[src/rtl/serial_frame_rx.sv]
// rtl/serial_frame_rx.sv - serial frame receiver: start, data, optional parity, stop -> parallel word
module serial_frame_rx #(
  parameter int    DATA_WIDTH      = 8,
  parameter string SHIFT_DIRECTION = "LEFT",
  parameter bit    PARITY_EN       = 1'b1,
  parameter bit    PARITY_ODD      = 1'b0
) (
  input  logic                  i_clk,
  input  logic                  i_sclr,
  input  logic                  i_enable,
  input  logic                  i_serial_in,
  input  logic                  i_bit_valid,
  output logic [DATA_WIDTH-1:0] o_data_out,
  output logic                  o_data_valid,
  output logic                  o_parity_err,
  output logic                  o_frame_err,
  output logic                  o_busy,
  output logic [15:0]           o_frame_cnt
);

  localparam int CW = $clog2(DATA_WIDTH + 1);
  localparam logic [CW-1:0] LP_LAST = CW'(DATA_WIDTH - 1);
  localparam bit LP_LEFT = (SHIFT_DIRECTION == "LEFT");

  typedef enum logic [2:0] {
    S_IDLE,
    S_DATA,
    S_PARITY,
    S_STOP,
    S_RECOVER
  } state_t;

  state_t                r_state;
  logic [CW-1:0]         r_cnt;
  logic [DATA_WIDTH-1:0] r_shadow;
  logic                  r_acc;
  logic [DATA_WIDTH-1:0] r_data_out;
  logic                  r_data_valid;
  logic                  r_parity_err;
  logic                  r_frame_err;
  logic                  r_busy;
  logic [15:0]           r_frame_cnt;

  logic                  w_qual;
  logic [DATA_WIDTH-1:0] w_shift_next;

  assign w_qual = i_enable & i_bit_valid;

  // LEFT: MSB first, so each new bit enters the LSB; RIGHT: LSB first, new bit enters the MSB.
  assign w_shift_next = LP_LEFT ? {r_shadow[DATA_WIDTH-2:0], i_serial_in}
                                : {i_serial_in, r_shadow[DATA_WIDTH-1:1]};

  always_ff @(posedge i_clk) begin
    if (i_sclr) begin
      r_state      <= S_IDLE;
      r_cnt        <= '0;
      r_shadow     <= '0;
      r_acc        <= 1'b0;
      r_data_out   <= '0;
      r_data_valid <= 1'b0;
      r_parity_err <= 1'b0;
      r_frame_err  <= 1'b0;
      r_busy       <= 1'b0;
      r_frame_cnt  <= 16'd0;
    end else begin
      r_data_valid <= 1'b0;
      r_frame_err  <= 1'b0;
      if (w_qual) begin
        case (r_state)
          S_IDLE: begin
            if (!i_serial_in) begin
              r_state <= S_DATA;
              r_cnt   <= '0;
              r_acc   <= 1'b0;
              r_busy  <= 1'b1;
            end
          end
          S_DATA: begin
            r_shadow <= w_shift_next;
            r_acc    <= r_acc ^ i_serial_in;
            r_cnt    <= r_cnt + 1'b1;
            if (r_cnt == LP_LAST) begin
              r_state <= PARITY_EN ? S_PARITY : S_STOP;
            end
          end
          S_PARITY: begin
            r_acc   <= r_acc ^ i_serial_in;
            r_state <= S_STOP;
          end
          S_STOP: begin
            r_busy <= 1'b0;
            if (i_serial_in) begin
              r_data_out   <= r_shadow;
              r_parity_err <= PARITY_EN ? (r_acc != PARITY_ODD) : 1'b0;
              r_data_valid <= 1'b1;
              r_frame_cnt  <= r_frame_cnt + 16'd1;
              r_state      <= S_IDLE;
            end else begin
              r_frame_err <= 1'b1;
              r_state     <= S_RECOVER;
            end
          end
          S_RECOVER: begin
            // Wait for the line to return high so a held-low line cannot look like a start bit.
            if (i_serial_in) begin
              r_state <= S_IDLE;
            end
          end
          default: begin
            r_state <= S_IDLE;
            r_busy  <= 1'b0;
          end
        endcase
      end
    end
  end

  assign o_data_out   = r_data_out;
  assign o_data_valid = r_data_valid;
  assign o_parity_err = r_parity_err;
  assign o_frame_err  = r_frame_err;
  assign o_busy       = r_busy;
  assign o_frame_cnt  = r_frame_cnt;

endmodule
[config.mk]
export PLATFORM = sky130hd
export DESIGN_NAME = serial_frame_rx
export DESIGN_NICKNAME = d
export VERILOG_FILES = /design/src/rtl/serial_frame_rx.sv
export SDC_FILE = /design/constraint.sdc
export NUM_CORES = 1
export LEC_CHECK = 0
export BUFFER_PORTS_ARGS = -buffer_cell sky130_fd_sc_hd__buf_2
export CAP_MARGIN = 20
export CORE_ASPECT_RATIO = 2
export CORE_MARGIN = 1
export CORE_UTILIZATION = 35
export CTS_CLUSTER_DIAMETER = 50
export CTS_CLUSTER_SIZE = 24
export DETAILED_ROUTE_END_ITERATION = 10
export SETUP_SLACK_MARGIN = 0.5
export SYNTH_ARGS = -nofsm -noshare
export SYNTH_HDL_FRONTEND = slang
export SYNTH_SLANG_ARGS = --single-unit
[constraint.sdc]
create_clock -name i_clk -period 2.7 [get_ports i_clk]
set_clock_uncertainty 0.05 [all_clocks]
set_input_delay 0.135 -clock i_clk [delete_from_list [all_inputs] [get_ports i_clk]]
set_output_delay 0.135 -clock i_clk [all_outputs]
set_load 0.02 [all_outputs]
==> flow_summary.toml, run 1 <==
[run_status]
status = "complete, no violations"

[worst_setup_path]
path_buf_inv = 0
cp_cell_sequence = "nand3_2 -> or4_1 -> or4_1 -> a21oi_1"
r2r_end = "o_frame_cnt[15]$_SDFFE_PP0P_"
critPathCapture = "o_frame_cnt[15]$_SDFFE_PP0P_"
critical-path-slowest-cell = "or4_1"
reg2reg_slack_ns = 0.69
max_stage_delay_ns = 0.68
worst_path_most_repeated_cell = "or4_1"
critPathLaunch = "r_state[1]$_SDFFE_PP0P_"
worstSetupStartpointType = "flip-flop"
critPathKind = "flip-flop to flip-flop"
crit_family = "simple AND/OR/NAND/NOR gates"
crit_arrival_ns = 2.19
cp_data_required_time_ns = 2.88
cp_max_fo = 11
worstSetupEndpointType = "flip-flop"
cp.depth = 4
reg2regPathDepth = 4
rr_startpoint = "r_state[1]$_SDFFE_PP0P_"

[global_routing]
grt-ovfl-total = 0
grt_antenna_before_repair = 0
grt_first_pass_wirelength_um = 6360
grt_max_degree = 46
grtUsageTotal = 0.149
grt_pass1_vias = 1427

[floorplanning]
die_h_um = 106
die_w_um = 54.2
rows = 37
dieArea_um2 = 5760
initial_core_util = 0.367
io-pin-count = 33
core_area_um2 = 5180

[final_layout]
drive_above_1_share = 0.181
final_cells = 301
fill_cells = 568
areaGrowthSynthToFinish_pct = 14.8
final_nets = 249
finalInstanceArea_um2 = 2190
antenna_cells = 0
multi_input_area_um2 = 937
layout.core_utilization = 0.422
regArea_um2 = 882

[sta]
period_minus_slack_ns = 2.01
slew_headroom = 0.462
hold_violations = 0
rsz0062_at_grt = "false"
slew_viol_final = 0
finalSetupTns_ns = 0
max_freq_ghz = 0.498
post-route-period-util = 0.744
setup_viol = 0
worst_pin_slew_ns = 0.808

[drt]
drt-initial-drc-count = 21
drc = 0
ant_nets = 0
viasPerCell = 5.21
vias = 1567
routedWlPerCell_um = 12.8
routed_wirelength_um = 3860
topRoutingLayerUsed = "met4"
route.met2.wl_um = 2020
first_pass_iters = 4
wl_met1_um = 1580
route.met3.wl_um = 159

[synth]
async_flop_share = 0
yosys_register_bits = 44
syn_area_per_cell_um2 = 8.94
netlist-cell-type-count = 34
synthCells = 213
synth_ff_type = "dfxtp_1"
syn-cell-area_um2 = 1900
yosysSeqAreaShare = 0.463
yosysWarnings = 0
synth_edf_count = 0
synth_nets = 220

[clock_network]
cts_tree = "done"
cts_sinks = 44
clk_pin_slew_ns = 0.09
cts-resized-gates = 0
cts_htree_levels = 2
ctsHoldBuffers = 0
root_buffer = "clkbuf_8"
clock_path_buffers = 2
postCtsSetupBuffers = 0
clk-insertion-delay-late_ns = 0.30
cts_made_buffers = 5

[place]
dp_cells = 293
place_hpwl_um = 2740
port_buffers = 32
place.gp.congestion = 0.799
place_area_um2 = 2100

[pwr]
power_density_nw_per_um2 = 510
peakVddDrop_uv = 368
leakage_nw = 0.842
finalPower_mw = 1.11

[flow_run]
max-cap-violations = 0

[min_path]
hold_class = "input pin to flip-flop"
## worst register-to-register path, cell delays in order (launching register included)
cell and delay (ns):
dfxtp_2 0.45, nand3_2 0.17, or4_1 0.68, or4_1 0.45
a21oi_1 0.14
## area by class of cell
| class | instances | area share |
|---|---|---|
| inverter | 7 | 0.0120 |
| clock inverter | 1 | 0.00401 |
| sequential | 44 | 0.404 |
| tap | 58 | 0.0332 |
| clock buffer | 7 | 0.0349 |
| timing repair buffer | 35 | 0.0836 |
| multi-input combinational | 149 | 0.429 |
## power breakdown
group	leakage, nW	switching, mW	internal [mW]
registers	0.355	0.00253	0.652
clock network	0.0424	0.223	0.185
logic	0.444	0.0352	0.0169
total	0.842	0.261	0.854
## Yosys cell counts, types with 2 or more instances
| master | instances | area [um^2] |
|---|---|---|
| dfxtp_1 | 44 | 881 |
| nor2_1 | 34 | 128 |
| mux2i_1 | 19 | 190 |
| a21oi_1 | 14 | 70.1 |
| xnor2_1 | 10 | 87.6 |
| clkbuf_1 | 9 | 33.8 |
| o21ai_0 | 9 | 45.0 |
| inv_1 | 7 | 26.3 |
| nand2_1 | 7 | 26.3 |
| nand3_1 | 7 | 35.0 |
| nor3_1 | 7 | 35.0 |
| or3_1 | 7 | 43.8 |
| nor4_1 | 5 | 31.3 |
| nand4_1 | 4 | 25.0 |
| buf_2 | 3 | 15.0 |
| nand2b_1 | 3 | 18.8 |
| o31ai_1 | 3 | 22.5 |
| a2bb2oi_1 | 2 | 17.5 |
| ha_1 | 2 | 25.0 |
| nand3b_1 | 2 | 15.0 |
| or4_1 | 2 | 15.0 |
## flip-flops by register name, summed over array words and instances, names as in the netlist
| name | flops |
|---|---|
| r_state | 3 |
| r_acc | 1 |
| o_data_out | 8 |
| r_shadow | 8 |
| r_cnt | 4 |
| o_data_valid | 1 |
| o_busy | 1 |
| o_frame_err | 1 |
| o_frame_cnt | 16 |
| o_parity_err | 1 |
## cell families after synthesis
logic type	share of synthesized area
simple gates	0.239
compound gates	0.0940
xor+xnor	0.0460
fa+ha+maj	0.0131
flops	0.463
mux	0.0999
buf+inv	0.0453
## through the flow
| stage | hold slack [ns] | worst slack, ns |
|---|---|---|
| finish | 0.112 | 0.690 |
| global route | 0.130 | 0.570 |
| CTS | 0.106 | 0.573 |
| detailed placement | 0.422 | 0.575 |
| global placement | 0.418 | 0.631 |
| floorplan | 0.273 | 0.750 |
## worst min path at each step
stage / start / to / slack [ns] / cells after the start
final: i_serial_in / o_frame_err$_SDFF_PP0_ / 0.11 / 2
after global routing: i_serial_in / o_frame_err$_SDFF_PP0_ / 0.13 / 2
after CTS: i_serial_in / o_frame_err$_SDFF_PP0_ / 0.11 / 2
after detailed placement: r_cnt[1]$_SDFFE_PP0P_ / r_cnt[1]$_SDFFE_PP0P_ / 0.42 / 2
after global placement: r_cnt[1]$_SDFFE_PP0P_ / r_cnt[1]$_SDFFE_PP0P_ / 0.42 / 2
after floorplan: i_bit_valid / o_data_valid$_SDFF_PP0_ / 0.27 / 2
## cells in the final DEF (no fill, tap or decap), types with 3 or more instances in the layout
cell type	count
dfxtp_1	43
nor2_1	34
buf_2	32
mux2i_1	19
a21oi_1	14
xnor2_1	10
o21ai_0	9
nor3_1	7
inv_1	7
nand2_1	7
nand3_1	7
or3_1	7
nor4_1	5
clkbuf_8	5
nand4_1	4
o31ai_1	3
nand2b_1	3
buf_4	3
## routing by layer
layer	global-route usage	up-vias
li1	-	798
met1	0.164	733
met2	0.251	28
met3	0.0315	8
met4	0.0824	0
met5	0	-
Note: power is estimated with default switching activity, not from simulation.
==> inputs of run 2 (changes only) <==
- ABC_AREA: unset -> 1
- clock period: 2.7 -> 1.9 ns (I/O delays scaled with it)
==> run 2 against run 1 <==
Net effect:
- area after synthesis increased by 9.8%
- non-clock buffer count increased by 8
- largest cell class unchanged
- highest routed layer unchanged
- sequential share of layout area decreased by 5.7 points
- critical path type unchanged
- die area grew 9.5%
==> flow_summary.toml, run 2 <==
[run_status]
status = "complete, no violations"

[final_layout]
antenna_cells = 0
multi_input_area_um2 = 1100
fill_cells = 598
mostFrequentLayoutCells = "nor2_1 (70), nand2_1 (51), dfxtp_1 (36)"
layout.core_utilization = 0.454
final_nets = 351
areaGrowthSynthToFinish_pct = 24.1
largest_reg_flops = 16
final_common_cell = "nor2_1"
drive_above_1_share = 0.252
regArea_um2 = 898

[place]
pre_cts_slack_ns = 0.411
place.gp.congestion = 0.872
port_buffers = 32
place_hpwl_um = 3570

[synth]
netlist_top_cells_count = "nor2_1 (72), nand2_1 (53), dfxtp_1 (44), inv_1 (31), o21ai_0 (26)"
yosys_register_bits = 44
synth_top_area_share = 0.421
syn_area_per_cell_um2 = 6.95
synth_edf_count = 0
async_flop_share = 0
yosysMostFrequentCell = "nor2_1"
syn-cell-area_um2 = 2090
yosysSeqAreaShare = 0.421
synth_ff_type = "dfxtp_1"
yosysWarnings = 0
synthCells = 301
netlist-cell-type-count = 26
synth_nets = 308
yosys.area.top_type = "dfxtp_1"
synth.area.top_cells = "dfxtp_1 (42%), nor2_1 (13%), nand2_1 (9.5%)"

[worst_setup_path]
cp_cell_sequence = "nand2_4 -> nor2_4 -> nand2_8 -> nor2_4 -> nand2_1 -> nand2_1 -> nand2_1 -> nor2_1"
critPathKind = "flip-flop to flip-flop"
r2r_end = "o_frame_cnt[12]$_SDFFE_PP0P_"
max_stage_delay_ns = 0.41
reg2reg_slack_ns = 0.56
reg2regPathDepth = 8
critical-path-slowest-cell = "dfxtp_4"
worstSetupStartpointType = "flip-flop"
rr_startpoint = "r_state[1]$_SDFFE_PP0P_"
crit_arrival_ns = 1.52
cp_max_fo = 8
worstSetupEndpointType = "flip-flop"
critPathCapture = "o_frame_cnt[12]$_SDFFE_PP0P_"
worst_path_most_repeated_cell = "nand2_1"
cp_data_required_time_ns = 2.08
critPathLaunch = "r_state[1]$_SDFFE_PP0P_"

[drt]
vias = 1992
drt-initial-drc-count = 53
first_pass_iters = 4
drc = 0
ant_nets = 0
viasPerCell = 4.91
routed_wirelength_um = 5040
routedWlPerCell_um = 12.4

[pwr]
peakVddDrop_uv = 996
p_clk_frac = 0.443
p_int_mw = 1.52
p_sw_frac = 0.246
pwr-share-comb = 0.076
leakage_nw = 1.17
power_density_nw_per_um2 = 776
seq_power_share = 0.481
p_sw_uw = 495

[sta]
slew_viol_final = 0
period_minus_slack_ns = 1.34
hold_violations = 0
post-route-period-util = 0.705
finalWorstSetupSlack_ns = 0.560
finalSetupTns_ns = 0
worst_pin_slew_ns = 0.343
max_freq_ghz = 0.746
slew_headroom = 0.771
setup_viol = 0
rsz0062_at_grt = "true"

[clock_network]
cts_tree = "done"
root_buffer = "clkbuf_16"
clk_pin_slew_ns = 0.06
cts_made_buffers = 5
clock_path_buffers = 2
clk-insertion-delay-late_ns = 0.29
cts_sinks = 44
cts_htree_levels = 2

[floorplanning]
die_w_um = 56.7
core_area_um2 = 5710
initial_core_util = 0.366
dieArea_um2 = 6310
io-pin-count = 33
rows = 39
die_h_um = 111

[global_routing]
grtUsageTotal = 0.165
grt_antenna_before_repair = 0
grt-ovfl-total = 0
grt_max_degree = 17
grt_first_pass_wirelength_um = 7980
grt_pass1_vias = 1846

[flow_run]
max-cap-violations = 0

[min_path]
hold_class = "input pin to flip-flop"
==> run 2: cell count changes after synthesis, moves of 5 or more <==
cell,before,now
nand2_2,0,5
nor4_1,5,0
nor2_1,34,72
or3_1,7,0
nor2_4,0,6
inv_1,7,31
xnor2_1,10,0
o21ai_0,9,26
mux2i_1,19,0
nand2_1,7,53
clkbuf_1,9,3
nand3_1,7,15
==> run 2: worst max-delay path: cells and delay by family, from the launching register on <==
| family | cells | cell delay [ns] |
|---|---|---|
| flip-flops | 1 | 0.41 |
| AND/OR/NAND/NOR | 8 | 0.81 |
==> run 2: repair_timing <==
item                       CTS  global route
setup buffers                3             5
hold buffers                 0             0
resized for setup            6            15
pin swaps                    2             5
cloned                       0             1
setup endpoints to repair   14            20
==> run 2: area by class of cell <==
| cell class | count | share of cell area |
|---|---|---|
| flip-flops and latches | 44 | 0.346 |
| inverters | 34 | 0.0492 |
| repair buffers | 43 | 0.0936 |
| clock buffers | 7 | 0.0550 |
| well taps | 61 | 0.0294 |
| clock inverters | 1 | 0.00289 |
| multi-input cells | 216 | 0.424 |
==> run 2: cells by family (layout without fill, tap and decap cells) <==
family                   count (synthesis)  in the layout  share of synthesized area
XOR/XNOR                                 3              3                     0.0126
AND/OR/NAND/NOR                        168            169                      0.369
AO/OA/AOI/OAI                           42             42                      0.102
buffers and inverters                   42             85                     0.0832
flip-flops                              44             44                      0.421
adder cells (fa/ha/maj)                  2              2                     0.0120
==> run 2: how the worst min path moves through the flow <==
stage	start	to	slack, ns	cells past startpoint
2_1_floorplan	i_sclr	o_frame_cnt[7]$_SDFFE_PP0P_	0.12	1
4_1_cts	i_serial_in	r_shadow[0]$_SDFFE_PP0P_	0.11	3
5_1_grt	i_serial_in	r_shadow[0]$_SDFFE_PP0P_	0.12	3
6_report	i_serial_in	r_shadow[0]$_SDFFE_PP0P_	0.11	3
3_5_place_dp	i_serial_in	r_shadow[0]$_SDFFE_PP0P_	0.41	3
3_3_place_gp	o_frame_cnt[0]$_SDFFE_PP0P_	o_frame_cnt[0]$_SDFFE_PP0P_	0.40	1
==> run 2: power groups by stage <==
stage          clock (mW)  combinational [mW]  sequential (mW)
2_1_floorplan           0               0.121            0.978
3_3_place_gp            0               0.145            0.987
3_5_place_dp            0               0.146            0.987
4_1_cts             0.918               0.147            0.966
5_1_grt             0.945               0.172            0.968
6_report            0.891               0.154            0.967
==> run 2: per-layer routing <==
| metal | vias to the layer above | routed length (um) | part of all wire | track usage |
|---|---|---|---|---|
| met5 | - | 0 | 0 | 0 |
| met4 | 0 | 242 | 0.048 | 0.117 |
| met3 | 16 | 171 | 0.034 | 0.0397 |
| met2 | 48 | 2580 | 0.51 | 0.296 |
| met1 | 900 | 2050 | 0.41 | 0.157 |
| li1 | 1028 | - | - | - |
==> run 2: per-stage QoR <==
step / area [um^2] / instances / hold WS (ns) / total power [mW]
floorplan: 2090 / 301 / 0.124 / 1.10
detailed placement: 2310 / 389 / 0.409 / 1.13
finish: 2590 / 406 / 0.114 / 2.01
global placement: 2310 / 389 / 0.399 / 1.13
CTS: 2490 / 400 / 0.107 / 2.03
global route: 2590 / 406 / 0.121 / 2.09
